**src/rtl/mul_div_alu_if.sv**
```systemverilog
// Operand/result bundle between the pipeline and the ALU plus mul/div unit.
// No latency of its own; it only groups wires.
// No backpressure here; Stall and Busy travel on it from the ALU.
//
// Ports (master = pipeline/controller, slave = ALU):
//   DataIn1/DataIn2 operands, Shamt shift amount, AluCtrl op select, Start issue strobe;
//   AluResult/Zero/Overflow combinational results, Busy/Done mul/div status, Stall hazard,
//   Hi/Lo architectural registers.
interface mul_div_alu_if #(
    parameter int WIDTH   = 32,
    parameter int SHAMT_W = 5
);
    logic [WIDTH-1:0]   DataIn1;
    logic [WIDTH-1:0]   DataIn2;
    logic [SHAMT_W-1:0] Shamt;
    logic [4:0]         AluCtrl;
    logic               Start;
    logic [WIDTH-1:0]   AluResult;
    logic               Zero;
    logic               Overflow;
    logic               Busy;
    logic               Done;
    logic               Stall;
    logic [WIDTH-1:0]   Hi;
    logic [WIDTH-1:0]   Lo;

    modport master (
        output DataIn1, DataIn2, Shamt, AluCtrl, Start,
        input  AluResult, Zero, Overflow, Busy, Done, Stall, Hi, Lo
    );

    modport slave (
        input  DataIn1, DataIn2, Shamt, AluCtrl, Start,
        output AluResult, Zero, Overflow, Busy, Done, Stall, Hi, Lo
    );
endinterface

```
**src/rtl/mul_div_alu.sv**
```systemverilog
// Single-cycle ALU plus iterative radix-2 multiply/divide writing HI/LO.
// ALU ops have zero latency; mul/div keep Busy high for WIDTH+1 cycles and pulse Done at the end.
// Start while Busy is dropped without queueing; Stall flags mul/div/HI/LO ops issued while Busy.
//
// Ports: clk, rst_n (async active-low) as scalars; everything else travels on
// mul_div_alu_if.slave (operands, Shamt, AluCtrl, Start in; AluResult, Zero,
// Overflow, Busy, Done, Stall, Hi, Lo out).
module mul_div_alu #(
    parameter int WIDTH   = 32,
    parameter int SHAMT_W = 5
) (
    input  logic         clk,
    input  logic         rst_n,
    mul_div_alu_if.slave bus
);
    localparam logic [4:0] OP_ADDU = 5'd0,  OP_SUBU = 5'd1,  OP_AND  = 5'd2,  OP_OR   = 5'd3;
    localparam logic [4:0] OP_ADD  = 5'd4,  OP_SUB  = 5'd5,  OP_SLL  = 5'd6,  OP_SRL  = 5'd7;
    localparam logic [4:0] OP_SRA  = 5'd8,  OP_SLT  = 5'd9,  OP_SLTU = 5'd10, OP_XOR  = 5'd11;
    localparam logic [4:0] OP_NOR  = 5'd12, OP_MULT = 5'd13, OP_MULTU = 5'd14, OP_DIV = 5'd15;
    localparam logic [4:0] OP_DIVU = 5'd16, OP_MFHI = 5'd17, OP_MFLO = 5'd18, OP_MTHI = 5'd19;
    localparam logic [4:0] OP_MTLO = 5'd20;

    localparam logic [1:0] ST_IDLE = 2'd0, ST_CALC = 2'd1, ST_FIX = 2'd2;

    logic [1:0]         r_state;
    logic [SHAMT_W-1:0] r_cnt;
    logic               r_busy, r_done;
    logic [WIDTH-1:0]   r_hi, r_lo;
    logic               r_is_div;   // divide vs multiply for the op in flight
    logic               r_neg_q;    // negate product / quotient in FIX
    logic               r_neg_r;    // negate remainder in FIX
    logic               r_div0;     // divisor was zero
    logic [WIDTH-1:0]   r_dvd;      // raw dividend, returned in HI on divide-by-zero
    logic [WIDTH-1:0]   r_opnd;     // |multiplicand| or |divisor|
    logic [WIDTH:0]     r_acc_hi;   // partial product high half / partial remainder
    logic [WIDTH-1:0]   r_acc_lo;   // multiplier shifting out / quotient shifting in

    logic [WIDTH-1:0]   w_a, w_b, w_sum, w_diff, w_res;
    logic               w_slt, w_is_md, w_signed, w_accept;
    logic [WIDTH-1:0]   w_abs_a, w_abs_b, w_quot, w_rem;
    logic [WIDTH:0]     w_mul_sum, w_div_shift, w_div_trial;
    logic               w_div_ok;
    logic [2*WIDTH-1:0] w_prod, w_prod_fix;

    assign w_a    = bus.DataIn1;
    assign w_b    = bus.DataIn2;
    assign w_sum  = w_a + w_b;
    assign w_diff = w_a - w_b;
    assign w_slt  = $signed(w_a) < $signed(w_b);

    always_comb begin
        w_res = '0;
        case (bus.AluCtrl)
            OP_ADDU, OP_ADD: w_res = w_sum;
            OP_SUBU, OP_SUB: w_res = w_diff;
            OP_AND:          w_res = w_a & w_b;
            OP_OR:           w_res = w_a | w_b;
            OP_SLL:          w_res = w_b << bus.Shamt;
            OP_SRL:          w_res = w_b >> bus.Shamt;
            OP_SRA:          w_res = $unsigned($signed(w_b) >>> bus.Shamt);
            OP_SLT:          w_res = {{(WIDTH-1){1'b0}}, w_slt};
            OP_SLTU:         w_res = {{(WIDTH-1){1'b0}}, (w_a < w_b)};
            OP_XOR:          w_res = w_a ^ w_b;
            OP_NOR:          w_res = ~(w_a | w_b);
            OP_MFHI:         w_res = r_hi;
            OP_MFLO:         w_res = r_lo;
            default:         w_res = '0;
        endcase
    end

    assign bus.AluResult = w_res;
    // SUBU doubles as the BNE compare, so its flag is inverted.
    assign bus.Zero      = (bus.AluCtrl == OP_SUBU) ? (w_a != w_b) : (w_a == w_b);
    assign bus.Overflow  = ((bus.AluCtrl == OP_ADD) && (w_a[WIDTH-1] == w_b[WIDTH-1])
                                                    && (w_sum[WIDTH-1] != w_a[WIDTH-1]))
                        || ((bus.AluCtrl == OP_SUB) && (w_a[WIDTH-1] != w_b[WIDTH-1])
                                                    && (w_diff[WIDTH-1] != w_a[WIDTH-1]));
    assign bus.Stall     = r_busy && (bus.AluCtrl >= OP_MULT) && (bus.AluCtrl <= OP_MTLO);
    assign bus.Busy      = r_busy;
    assign bus.Done      = r_done;
    assign bus.Hi        = r_hi;
    assign bus.Lo        = r_lo;

    // Issue-side decode: signed ops work on magnitudes and fix the sign afterwards.
    assign w_accept = bus.Start && !r_busy;
    assign w_is_md  = (bus.AluCtrl >= OP_MULT) && (bus.AluCtrl <= OP_DIVU);
    assign w_signed = (bus.AluCtrl == OP_MULT) || (bus.AluCtrl == OP_DIV);
    assign w_abs_a  = (w_signed && w_a[WIDTH-1]) ? (~w_a + WIDTH'(1)) : w_a;
    assign w_abs_b  = (w_signed && w_b[WIDTH-1]) ? (~w_b + WIDTH'(1)) : w_b;

    // One shift-add step: add multiplicand when the multiplier LSB is set, then shift right.
    assign w_mul_sum   = r_acc_lo[0] ? (r_acc_hi + {1'b0, r_opnd}) : r_acc_hi;
    // One restoring-division step: bring in the next dividend bit and try a subtract.
    assign w_div_shift = {r_acc_hi[WIDTH-1:0], r_acc_lo[WIDTH-1]};
    assign w_div_ok    = (w_div_shift >= {1'b0, r_opnd});
    assign w_div_trial = w_div_shift - {1'b0, r_opnd};

    assign w_prod      = {r_acc_hi[WIDTH-1:0], r_acc_lo};
    assign w_prod_fix  = r_neg_q ? (~w_prod + (2*WIDTH)'(1)) : w_prod;
    assign w_quot      = r_neg_q ? (~r_acc_lo + WIDTH'(1)) : r_acc_lo;
    assign w_rem       = r_neg_r ? (~r_acc_hi[WIDTH-1:0] + WIDTH'(1)) : r_acc_hi[WIDTH-1:0];

    always_ff @(posedge clk or negedge rst_n) begin
        if (!rst_n) begin
            r_state  <= ST_IDLE;
            r_cnt    <= '0;
            r_busy   <= 1'b0;
            r_done   <= 1'b0;
            r_hi     <= '0;
            r_lo     <= '0;
            r_is_div <= 1'b0;
            r_neg_q  <= 1'b0;
            r_neg_r  <= 1'b0;
            r_div0   <= 1'b0;
            r_dvd    <= '0;
            r_opnd   <= '0;
            r_acc_hi <= '0;
            r_acc_lo <= '0;
        end else begin
            r_done <= 1'b0;
            case (r_state)
                ST_IDLE: begin
                    if (w_accept) begin
                        if (bus.AluCtrl == OP_MTHI) begin
                            r_hi <= w_a;
                        end else if (bus.AluCtrl == OP_MTLO) begin
                            r_lo <= w_a;
                        end else if (w_is_md) begin
                            r_is_div <= (bus.AluCtrl == OP_DIV) || (bus.AluCtrl == OP_DIVU);
                            r_neg_q  <= w_signed && (w_a[WIDTH-1] ^ w_b[WIDTH-1]);
                            r_neg_r  <= w_signed && w_a[WIDTH-1];
                            r_div0   <= ((bus.AluCtrl == OP_DIV) || (bus.AluCtrl == OP_DIVU))
                                        && (w_b == '0);
                            r_dvd    <= w_a;
                            // Multiply: A is the multiplicand, B shifts out of acc_lo.
                            // Divide: B is the divisor, A shifts out of acc_lo.
                            r_opnd   <= w_is_md && (bus.AluCtrl >= OP_DIV) ? w_abs_b : w_abs_a;
                            r_acc_lo <= w_is_md && (bus.AluCtrl >= OP_DIV) ? w_abs_a : w_abs_b;
                            r_acc_hi <= '0;
                            r_cnt    <= SHAMT_W'(WIDTH-1);
                            r_busy   <= 1'b1;
                            r_state  <= ST_CALC;
                        end
                    end
                end
                ST_CALC: begin
                    if (r_is_div) begin
                        r_acc_hi <= w_div_ok ? w_div_trial : w_div_shift;
                        r_acc_lo <= {r_acc_lo[WIDTH-2:0], w_div_ok};
                    end else begin
                        r_acc_hi <= {1'b0, w_mul_sum[WIDTH:1]};
                        r_acc_lo <= {w_mul_sum[0], r_acc_lo[WIDTH-1:1]};
                    end
                    if (r_cnt == '0) r_state <= ST_FIX;
                    else             r_cnt   <= r_cnt - SHAMT_W'(1);
                end
                ST_FIX: begin
                    if (r_is_div && r_div0) begin
                        r_hi <= r_dvd;
                        r_lo <= '1;
                    end else if (r_is_div) begin
                        r_hi <= w_rem;
                        r_lo <= w_quot;
                    end else begin
                        r_hi <= w_prod_fix[2*WIDTH-1:WIDTH];
                        r_lo <= w_prod_fix[WIDTH-1:0];
                    end
                    r_busy  <= 1'b0;
                    r_done  <= 1'b1;
                    r_state <= ST_IDLE;
                end
                default: r_state <= ST_IDLE;
            endcase
        end
    end
endmodule

```
**src/flat_wrapper.sv**
```systemverilog
// flat-port wrapper written by rule: the top's interface ports become plain ports
module mul_div_alu_flat 
#(
    parameter int WIDTH   = 32,
    parameter int SHAMT_W = 5
)
  (clk, rst_n, bus_DataIn1, bus_DataIn2, bus_Shamt, bus_AluCtrl, bus_Start, bus_AluResult, bus_Zero, bus_Overflow, bus_Busy, bus_Done, bus_Stall, bus_Hi, bus_Lo);
  mul_div_alu_if #(.WIDTH(WIDTH), .SHAMT_W(SHAMT_W)) bus_i ();
  input  logic clk;
  input  logic rst_n;
  input wire logic [$bits(bus_i.DataIn1)-1:0] bus_DataIn1;
  input wire logic [$bits(bus_i.DataIn2)-1:0] bus_DataIn2;
  input wire logic [$bits(bus_i.Shamt)-1:0] bus_Shamt;
  input wire logic [$bits(bus_i.AluCtrl)-1:0] bus_AluCtrl;
  input wire logic [$bits(bus_i.Start)-1:0] bus_Start;
  output wire logic [$bits(bus_i.AluResult)-1:0] bus_AluResult;
  output wire logic [$bits(bus_i.Zero)-1:0] bus_Zero;
  output wire logic [$bits(bus_i.Overflow)-1:0] bus_Overflow;
  output wire logic [$bits(bus_i.Busy)-1:0] bus_Busy;
  output wire logic [$bits(bus_i.Done)-1:0] bus_Done;
  output wire logic [$bits(bus_i.Stall)-1:0] bus_Stall;
  output wire logic [$bits(bus_i.Hi)-1:0] bus_Hi;
  output wire logic [$bits(bus_i.Lo)-1:0] bus_Lo;
  assign bus_i.DataIn1 = bus_DataIn1;
  assign bus_i.DataIn2 = bus_DataIn2;
  assign bus_i.Shamt = bus_Shamt;
  assign bus_i.AluCtrl = bus_AluCtrl;
  assign bus_i.Start = bus_Start;
  assign bus_AluResult = bus_i.AluResult;
  assign bus_Zero = bus_i.Zero;
  assign bus_Overflow = bus_i.Overflow;
  assign bus_Busy = bus_i.Busy;
  assign bus_Done = bus_i.Done;
  assign bus_Stall = bus_i.Stall;
  assign bus_Hi = bus_i.Hi;
  assign bus_Lo = bus_i.Lo;
  mul_div_alu #(.WIDTH(WIDTH), .SHAMT_W(SHAMT_W)) u_core (.clk(clk), .rst_n(rst_n), .bus(bus_i));
endmodule
```
**config.mk**
```make
export PLATFORM = sky130hd
export DESIGN_NAME = mul_div_alu_flat
export DESIGN_NICKNAME = d
export VERILOG_FILES = /design/src/rtl/mul_div_alu_if.sv /design/src/rtl/mul_div_alu.sv /design/src/flat_wrapper.sv
export SDC_FILE = /design/constraint.sdc
export NUM_CORES = 1
export LEC_CHECK = 0
export ABC_CLOCK_PERIOD_IN_PS = 4900
export CAP_MARGIN = 25
export CELL_PAD_IN_SITES_DETAIL_PLACEMENT = 1
export CELL_PAD_IN_SITES_GLOBAL_PLACEMENT = 2
export CORE_MARGIN = 2
export CORE_UTILIZATION = 32
export DETAILED_ROUTE_END_ITERATION = 10
export PLACE_DENSITY_LB_ADDON = 0.1
export SYNTH_ARGS = -nofsm -noshare
export SYNTH_HDL_FRONTEND = slang
export SYNTH_SLANG_ARGS = --single-unit
```
**constraint.sdc**
```tcl
create_clock -name clk -period 4.9 [get_ports clk]
set_input_delay 0.98 -clock clk [delete_from_list [all_inputs] [get_ports clk]]
set_output_delay 0.98 -clock clk [all_outputs]
set_load 0.05 [all_outputs]
```
==> results.cfg, run 1 <==
[critical_path]
critPathBufInv = 4
critPathSlowestCell = or4b_4
worst_path_most_repeated_cell = o211ai_1
critPathLaunchType = input pin
worstSetupEndpointType = primary output
slowest_delay_ns = 0.52
cp_max_fo = 3
worstPathArrival_ns = 4.19
cp.required_ns = 3.92
path_delay_family = compound AO/OA/AOI/OAI gates
crit_path_cell_trace = buf_12, buf_8, ha_4, fa_2, a21oi_4, o31ai_2, o211ai_1, o211ai_1, buf_4, o211ai_1, nor2b_4, o22ai_1, nor2_1, a31oi_1, or4b_4, buf_8
crit_type = in -> out

[yosys]
yosysMostFrequentCell = nand2_1
synth_seq_area_share_pct = 20.2
synth.area.top_cells = dfrtp_1, ha_1, a21oi_1
ys.flop_type = dfrtp_1
yosys.area.top_type = dfrtp_1
syn-cell-area_um2 = 25500
synth_top_cells_by_count = nand2_1, nor2_1, a21oi_1, o21ai_0, clkbuf_1
synth_seq_cells = 206
synth_nets = 3722
ys_warn_count = 0
syn_inst = 3475
synth.distinct_cells = 88
avgSynthCellArea_um2 = 7.34
synth_edf_count = 0
synth_top_cell_area_share_pct = 20.2
async_flop_share_pct = 100

[clock_network]
htreeDepth = 1
numCtsBuffers = 22
cts_hold_buf = 0
clock_path_buffers = 3
cts.clk_slew.worst_paths_ns = 0.07
clk_latency_ns = 0.55
cts_tree = done
root_buffer = clkbuf_16
clock-sinks = 206

[global_routing]
overflow = 0
grt_usage_pct = 37.4
grt_max_degree = 108
antenna_found_initial = 7
grt_pass1_vias = 32600
grt_pass1_wl_um = 228000

[power_and_ir_drop]
p_per_area_nw_per_um2 = 509
clkPwrFrac_pct = 9.8
p_leak_nw = 15.1
internal_power_w = 0.00825
finalPower_w = 0.0181
swShare_pct = 54.5
p_seq_share_pct = 22.6
vdd_drop_max_mv = 0.568
power_switching_w = 0.00988
p_comb_share_pct = 67.6

[final_layout]
layout.nets = 4336
drive_gt1_share_pct = 27.5
insertedDiodeCount = 0
final_cell_area_um2 = 35600
syn_to_final_growth_pct = 39.6

[sta]
finalHoldViolCount = 0
whs_ns = 0.476
finalSetupViolations = 6
max_freq_mhz = 193
setup_ws_ns = -0.268
slew_viol_final = 0
worstMarginPinSlew_ns = 1.07
slew_headroom_pct = 27.9
min_period_ns = 5.17
finalClockSkew_ns = 0.0239
finalCritPeriodShare_pct = 105
setup_tns_ns = -0.933
rsz0062_at_grt = true

[place]
placed_area_um2 = 33000
portBuffers = 177
pre_cts_ws_ns = -1.40
place_congestion = 1.02
dp_hpwl_um = 129000

[floorplanning]
die_w_um = 286
ioPinCount = 178
initial_utilization_pct = 32.3
core_area_um2 = 78900
die-area_um2 = 81900
fp-row-count = 103
die_h_um = 286

[detailed_routing]
vias_per_cell = 6.17
vias = 31800
ant_nets = 0
drc = 0
wl_um = 159000
drtPass1Iterations = 8
wl_per_cell_um = 30.8
detail_route.iter0.violations = 2765

[status]
outcome = complete, but fails checks
violations = negative setup slack

[flow_run]
maxCapViolCount = 0

[min_path]
hold_class = in -> async
[worst register-to-register path, cell delays in order, from the launching register on]
cell	delay, ns
dfrtp_1	0.45
or3_1	0.43
or4_1	0.68
nor2_1	0.28
nand2_1	0.25
nor4_1	0.80
a21boi_0	0.62
o21ai_0	0.39
xor2_1	0.29
o21ai_0	0.12
[per-stage QoR]
step                cells  util, %
floorplan            3475        -
global placement     5069     41.8
detailed placement   5071     41.9
CTS                  5134     44.4
global route         5152     45.1
finish               5152     45.1
[sequential cells by signal, indices dropped and copies added, names as in the netlist]
| name | flops |
|---|---|
| u_core.bus.Busy | 1 |
| u_core.r_neg_r | 1 |
| u_core.r_acc_hi | 33 |
| u_core.r_acc_lo | 32 |
| u_core.bus.Lo | 32 |
| u_core.r_is_div | 1 |
| u_core.r_div0 | 1 |
| u_core.r_dvd | 32 |
| u_core.bus.Hi | 32 |
| u_core.r_neg_q | 1 |
| u_core.bus.Done | 1 |
| u_core.r_opnd | 32 |
| u_core.r_cnt | 5 |
| u_core.r_state | 2 |
[layout make-up]
| type | count | area (um^2) |
|---|---|---|
| Timing Repair Buffer | 866 | 7560 |
| Sequential cell | 206 | 5160 |
| Fill cell | 9544 | 43300 |
| Multi-Input combinational cell | 2825 | 20200 |
| Clock buffer | 28 | 614 |
| Clock inverter | 9 | 101 |
| Tap cell | 1050 | 1310 |
| Inverter | 168 | 673 |
[cells in the final DEF, fill, tap and decap left out, drive strengths merged, types with 29 or more instances in the layout]
cell type and count:
a31oi 46, clkdlybuf4s50 85, buf 750, a32oi 31
inv 166, mux4 38, nor4 35, mux2i 94
a22oi 31, o31ai 40, a21oi 320, nor2b 29
nand2b 34, clkbuf 40, a21o 43, nand2 390
nor3 75, xor2 66, o211ai 37, ha 166
nand3 57, o21ai 315, dfrtp 206, nor2 368
xnor2 102, o221ai 34, a211oi 43
[power groups by stage]
stage          registers, W  clock network, W  logic, W
2_1_floorplan       0.00405                 0   0.00693
3_3_place_gp        0.00399                 0    0.0114
3_5_place_dp        0.00402                 0    0.0118
4_1_cts             0.00400           0.00180    0.0120
5_1_grt             0.00414           0.00184    0.0131
6_report            0.00410           0.00178    0.0122
[what timing repair did]
| item | CTS | global route |
|---|---|---|
| hold endpoints to repair | 0 | 0 |
| resized for setup | 361 | 175 |
| pin swaps | 83 | 67 |
| buffers inserted | 31 | 18 |
| endpoints found under the setup margin | 31 | 29 |
[path summary, 6_finish.rpt]
kind,startpoint,end,slack (ns),cells past startpoint
min in group clk,u_core.r_dvd[16]$_DFFE_PN0P_,u_core.r_dvd[16]$_DFFE_PN0P_,0.49,2
worst max-delay path,bus_DataIn1[0],bus_AluResult[26],-0.27,16
worst max register to register,u_core.r_acc_lo[5]$_DFFE_PN0P_,u_core.bus.Hi[12]$_DFFE_PN0P_,0.46,9
max in group asynchronous,rst_n,u_core.r_acc_hi[7]$_DFFE_PN0P_,3.35,2
worst min register to register,u_core.r_dvd[16]$_DFFE_PN0P_,u_core.r_dvd[16]$_DFFE_PN0P_,0.49,2
worst min-delay path,rst_n,u_core.r_dvd[29]$_DFFE_PN0P_,0.48,1
[kinds of logic (layout without fill, tap and decap cells)]
kind of cell | count (synthesis) | after routing | synth area share (%)
AO/OA/AOI/OAI | 1221 | 1221 | 31.2
flip-flops | 206 | 206 | 20.2
XOR/XNOR | 168 | 168 | 5.77
AND/OR/NAND/NOR | 1116 | 1116 | 19.8
multiplexers | 150 | 150 | 7.84
buffers and inverters | 444 | 1071 | 6.65
adder cells (fa/ha/maj) | 170 | 170 | 8.46
[per-layer routing]
metal | part of all wire, % | global-route usage, % | vias up
met5 | 0.0082 | 0 | -
met4 | 5.2 | 17.0 | 2
met3 | 5.8 | 3.86 | 292
met2 | 47 | 63.6 | 1276
met1 | 42 | 47.9 | 16200
li1 | - | - | 14000
Note: power is estimated with default switching activity, not from simulation.
==> run 2, diff against run 1 <==
ABC_AREA = 1   (was not set)
CORE_UTILIZATION = 29   (was 32)
==> run 2 against run 1 <==
The run now ends clean. Flip-flop and latch count stayed put. Global-route usage up 2.1 points. Fmax grew 6.0%. First-iteration DRC count is 57% higher. Count of clock-buffer cells in the layout up 11. Clock skew is 0.0023 ns lower.
==> results.cfg, run 2 <==
[power_and_ir_drop]
p_comb_share_pct = 73.2
p_leak_nw = 17.7
swShare_pct = 61.5
internal_power_w = 0.00842
vdd_drop_max_mv = 0.559
p_per_area_nw_per_um2 = 592
clkPwrFrac_pct = 9.4
finalPower_w = 0.0219
p_seq_share_pct = 17.4
power_switching_w = 0.0135

[critical_path]
cp_num_cells = 11
crit_path_cell_trace = clkdlybuf4s50_1, nor2_1, nand2_1, buf_4, inv_1, nand2_1, inv_1, buf_4, nand3_1, nand4_1, buf_12
ff2ff_path_depth = 10
cp.required_ns = 3.92
slowest_delay_ns = 0.50
worstPathArrival_ns = 3.90
critPathBufInv = 6
critPathLaunchType = input pin
crit_type = in -> out
path_delay_family = buffers and inverters
critPathSlowestCell = clkdlybuf4s50_1
worst-r2r-setup-slack_ns = 1.15
cp_max_fo = 21
worstSetupEndpointType = primary output

[yosys]
async_flop_share_pct = 100
synth_top_cells_by_count = nand2_1, nor2_1, o21ai_0, nand3_1, inv_1
ys_warn_count = 0
synth_seq_cells = 206
syn_inst = 5041
synth_nets = 5288
yosys.area.top_type = nand2_1
syn-cell-area_um2 = 28600
synth_edf_count = 0
yosysMostFrequentCell = nand2_1
avgSynthCellArea_um2 = 5.68
synth_seq_area_share_pct = 18.0
ys.flop_type = dfrtp_1
synth.area.top_cells = nand2_1, dfrtp_1, nor2_1
synth.distinct_cells = 58
synth_top_cell_area_share_pct = 18.6

[clock_network]
cts_hold_buf = 0
clk_latency_ns = 0.59
clock-sinks = 206
cts.clk_slew.worst_paths_ns = 0.06
cts_tree = done
clock_path_buffers = 3
numCtsBuffers = 26
root_buffer = clkbuf_16
htreeDepth = 1

[detailed_routing]
drc = 0
drtPass1Iterations = 6
vias_per_cell = 5.70
wl_um = 207000
detail_route.iter0.violations = 4343
vias = 39300
wl_per_cell_um = 30.0
ant_nets = 0

[floorplanning]
fp-row-count = 115
die_h_um = 318
core_area_um2 = 98100
ioPinCount = 178
die-area_um2 = 101000
die_w_um = 318
initial_utilization_pct = 29.2

[sta]
slew_viol_final = 0
rsz0062_at_grt = false
slew_headroom_pct = 26.0
worstMarginPinSlew_ns = 1.10
max_freq_mhz = 205
min_period_ns = 4.88
finalCritPeriodShare_pct = 99.5
finalClockSkew_ns = 0.0215
finalHoldViolCount = 0
finalSetupViolations = 0

[flow_run]
maxCapViolCount = 0

[status]
outcome = completed

[final_layout]
layout_commonest_cell = nand2_1
final_cell_mix = nand2_1, nor2_1, buf_4
drive_gt1_share_pct = 13.6
syn_to_final_growth_pct = 29.1
layout.nets = 5834
largest_reg_flops = 33
final_cells = 6894
regMostFlops = u_core.r_acc_hi

[place]
placed_cells_incl_taps = 6846
place_congestion = 1.04
portBuffers = 177
dp_hpwl_um = 175000

[global_routing]
overflow = 0
antenna_found_initial = 11
grt_usage_pct = 39.5
grt_max_degree = 100
grt_pass1_vias = 38100
grt_pass1_wl_um = 288000

[min_path]
hold_class = in -> async
run 2: changes by cell type after synthesis, sizes merged, moves of 35 or more:
cell / previous run / this run
a31oi: 46 / 11
buf: 43 / 88
clkbuf: 233 / 129
inv: 166 / 460
mux2i: 94 / 10
mux4: 38 / 0
nand2: 390 / 1424
nand3: 57 / 477
nor2: 368 / 699
o21ai: 315 / 519
o31ai: 40 / 3
xnor2: 102 / 6
run 2: cells by family after synthesis:
family	Yosys count	synth area share, %
AND/OR/NAND/NOR	2784	40.4
AO/OA/AOI/OAI	1113	22.0
buffers and inverters	688	9.56
flip-flops	206	18.0
adder cells (fa/ha/maj)	170	7.53
XOR/XNOR	70	2.14
multiplexers	10	0.349
run 2: per-stage QoR:
| step | worst slack, ns | hold WS [ns] | cell area (um^2) | setup TNS [ns] | utilization [%] |
|---|---|---|---|---|---|
| floorplan | 0.429 | 0.454 | 28600 | 0 | - |
| global placement | -0.195 | 0.468 | 35900 | -0.800 | 36.5 |
| detailed placement | -0.199 | 0.479 | 35900 | -1.47 | 36.5 |
| CTS | 0.00143 | 0.489 | 36700 | 0 | 37.4 |
| global route | 0.000674 | 0.515 | 37000 | 0 | 37.7 |
| finish | 0.0223 | 0.449 | 37000 | 0 | 37.7 |
run 2: layout make-up:
cell class | instances | area, um^2
Clock buffer | 39 | 769
Inverter | 471 | 1780
Antenna cell | 2 | 5.00
Multi-Input combinational cell | 4147 | 21000
Clock inverter | 7 | 106
Sequential cell | 206 | 5160
Tap cell | 1287 | 1610
Fill cell | 13100 | 61100
Timing Repair Buffer | 735 | 6550
run 2: metal layers:
layer	GRT usage, %	vias to the layer above	share of wire (%)
li1	-	17900	-
met1	57.6	19400	46
met2	56.2	1674	40
met3	6.80	289	8.7
met4	17.9	6	5.3
met5	0	-	0.018
run 2: final timing paths:
path,startpoint,end
worst max register to register,u_core.r_acc_hi[21]$_DFFE_PN0P_,u_core.r_acc_hi[9]$_DFFE_PN0P_
worst max-delay path,bus_AluCtrl[0],bus_AluResult[3]
max in group asynchronous,rst_n,u_core.bus.Busy$_DFFE_PN0P_
worst min-delay path,rst_n,u_core.r_acc_lo[27]$_DFFE_PN0P_
min in group clk,u_core.r_dvd[16]$_DFFE_PN0P_,u_core.r_dvd[16]$_DFFE_PN0P_
worst min register to register,u_core.r_dvd[16]$_DFFE_PN0P_,u_core.r_dvd[16]$_DFFE_PN0P_
run 2: timing repair:
item	CTS	global route
pin swaps	0	5
resized for setup	10	87
buffers inserted	0	0
endpoints found under the setup margin	18	32
run 2: power by group through the flow:
| stage | clock, W | sequential (W) | combinational (W) |
|---|---|---|---|
| CTS | 0.00208 | 0.00373 | 0.0156 |
| floorplan | 0 | 0.00410 | 0.00836 |
| global placement | 0 | 0.00373 | 0.0154 |
| detailed placement | 0 | 0.00375 | 0.0155 |
| finish | 0.00206 | 0.00381 | 0.0160 |
| global route | 0.00214 | 0.00385 | 0.0172 |
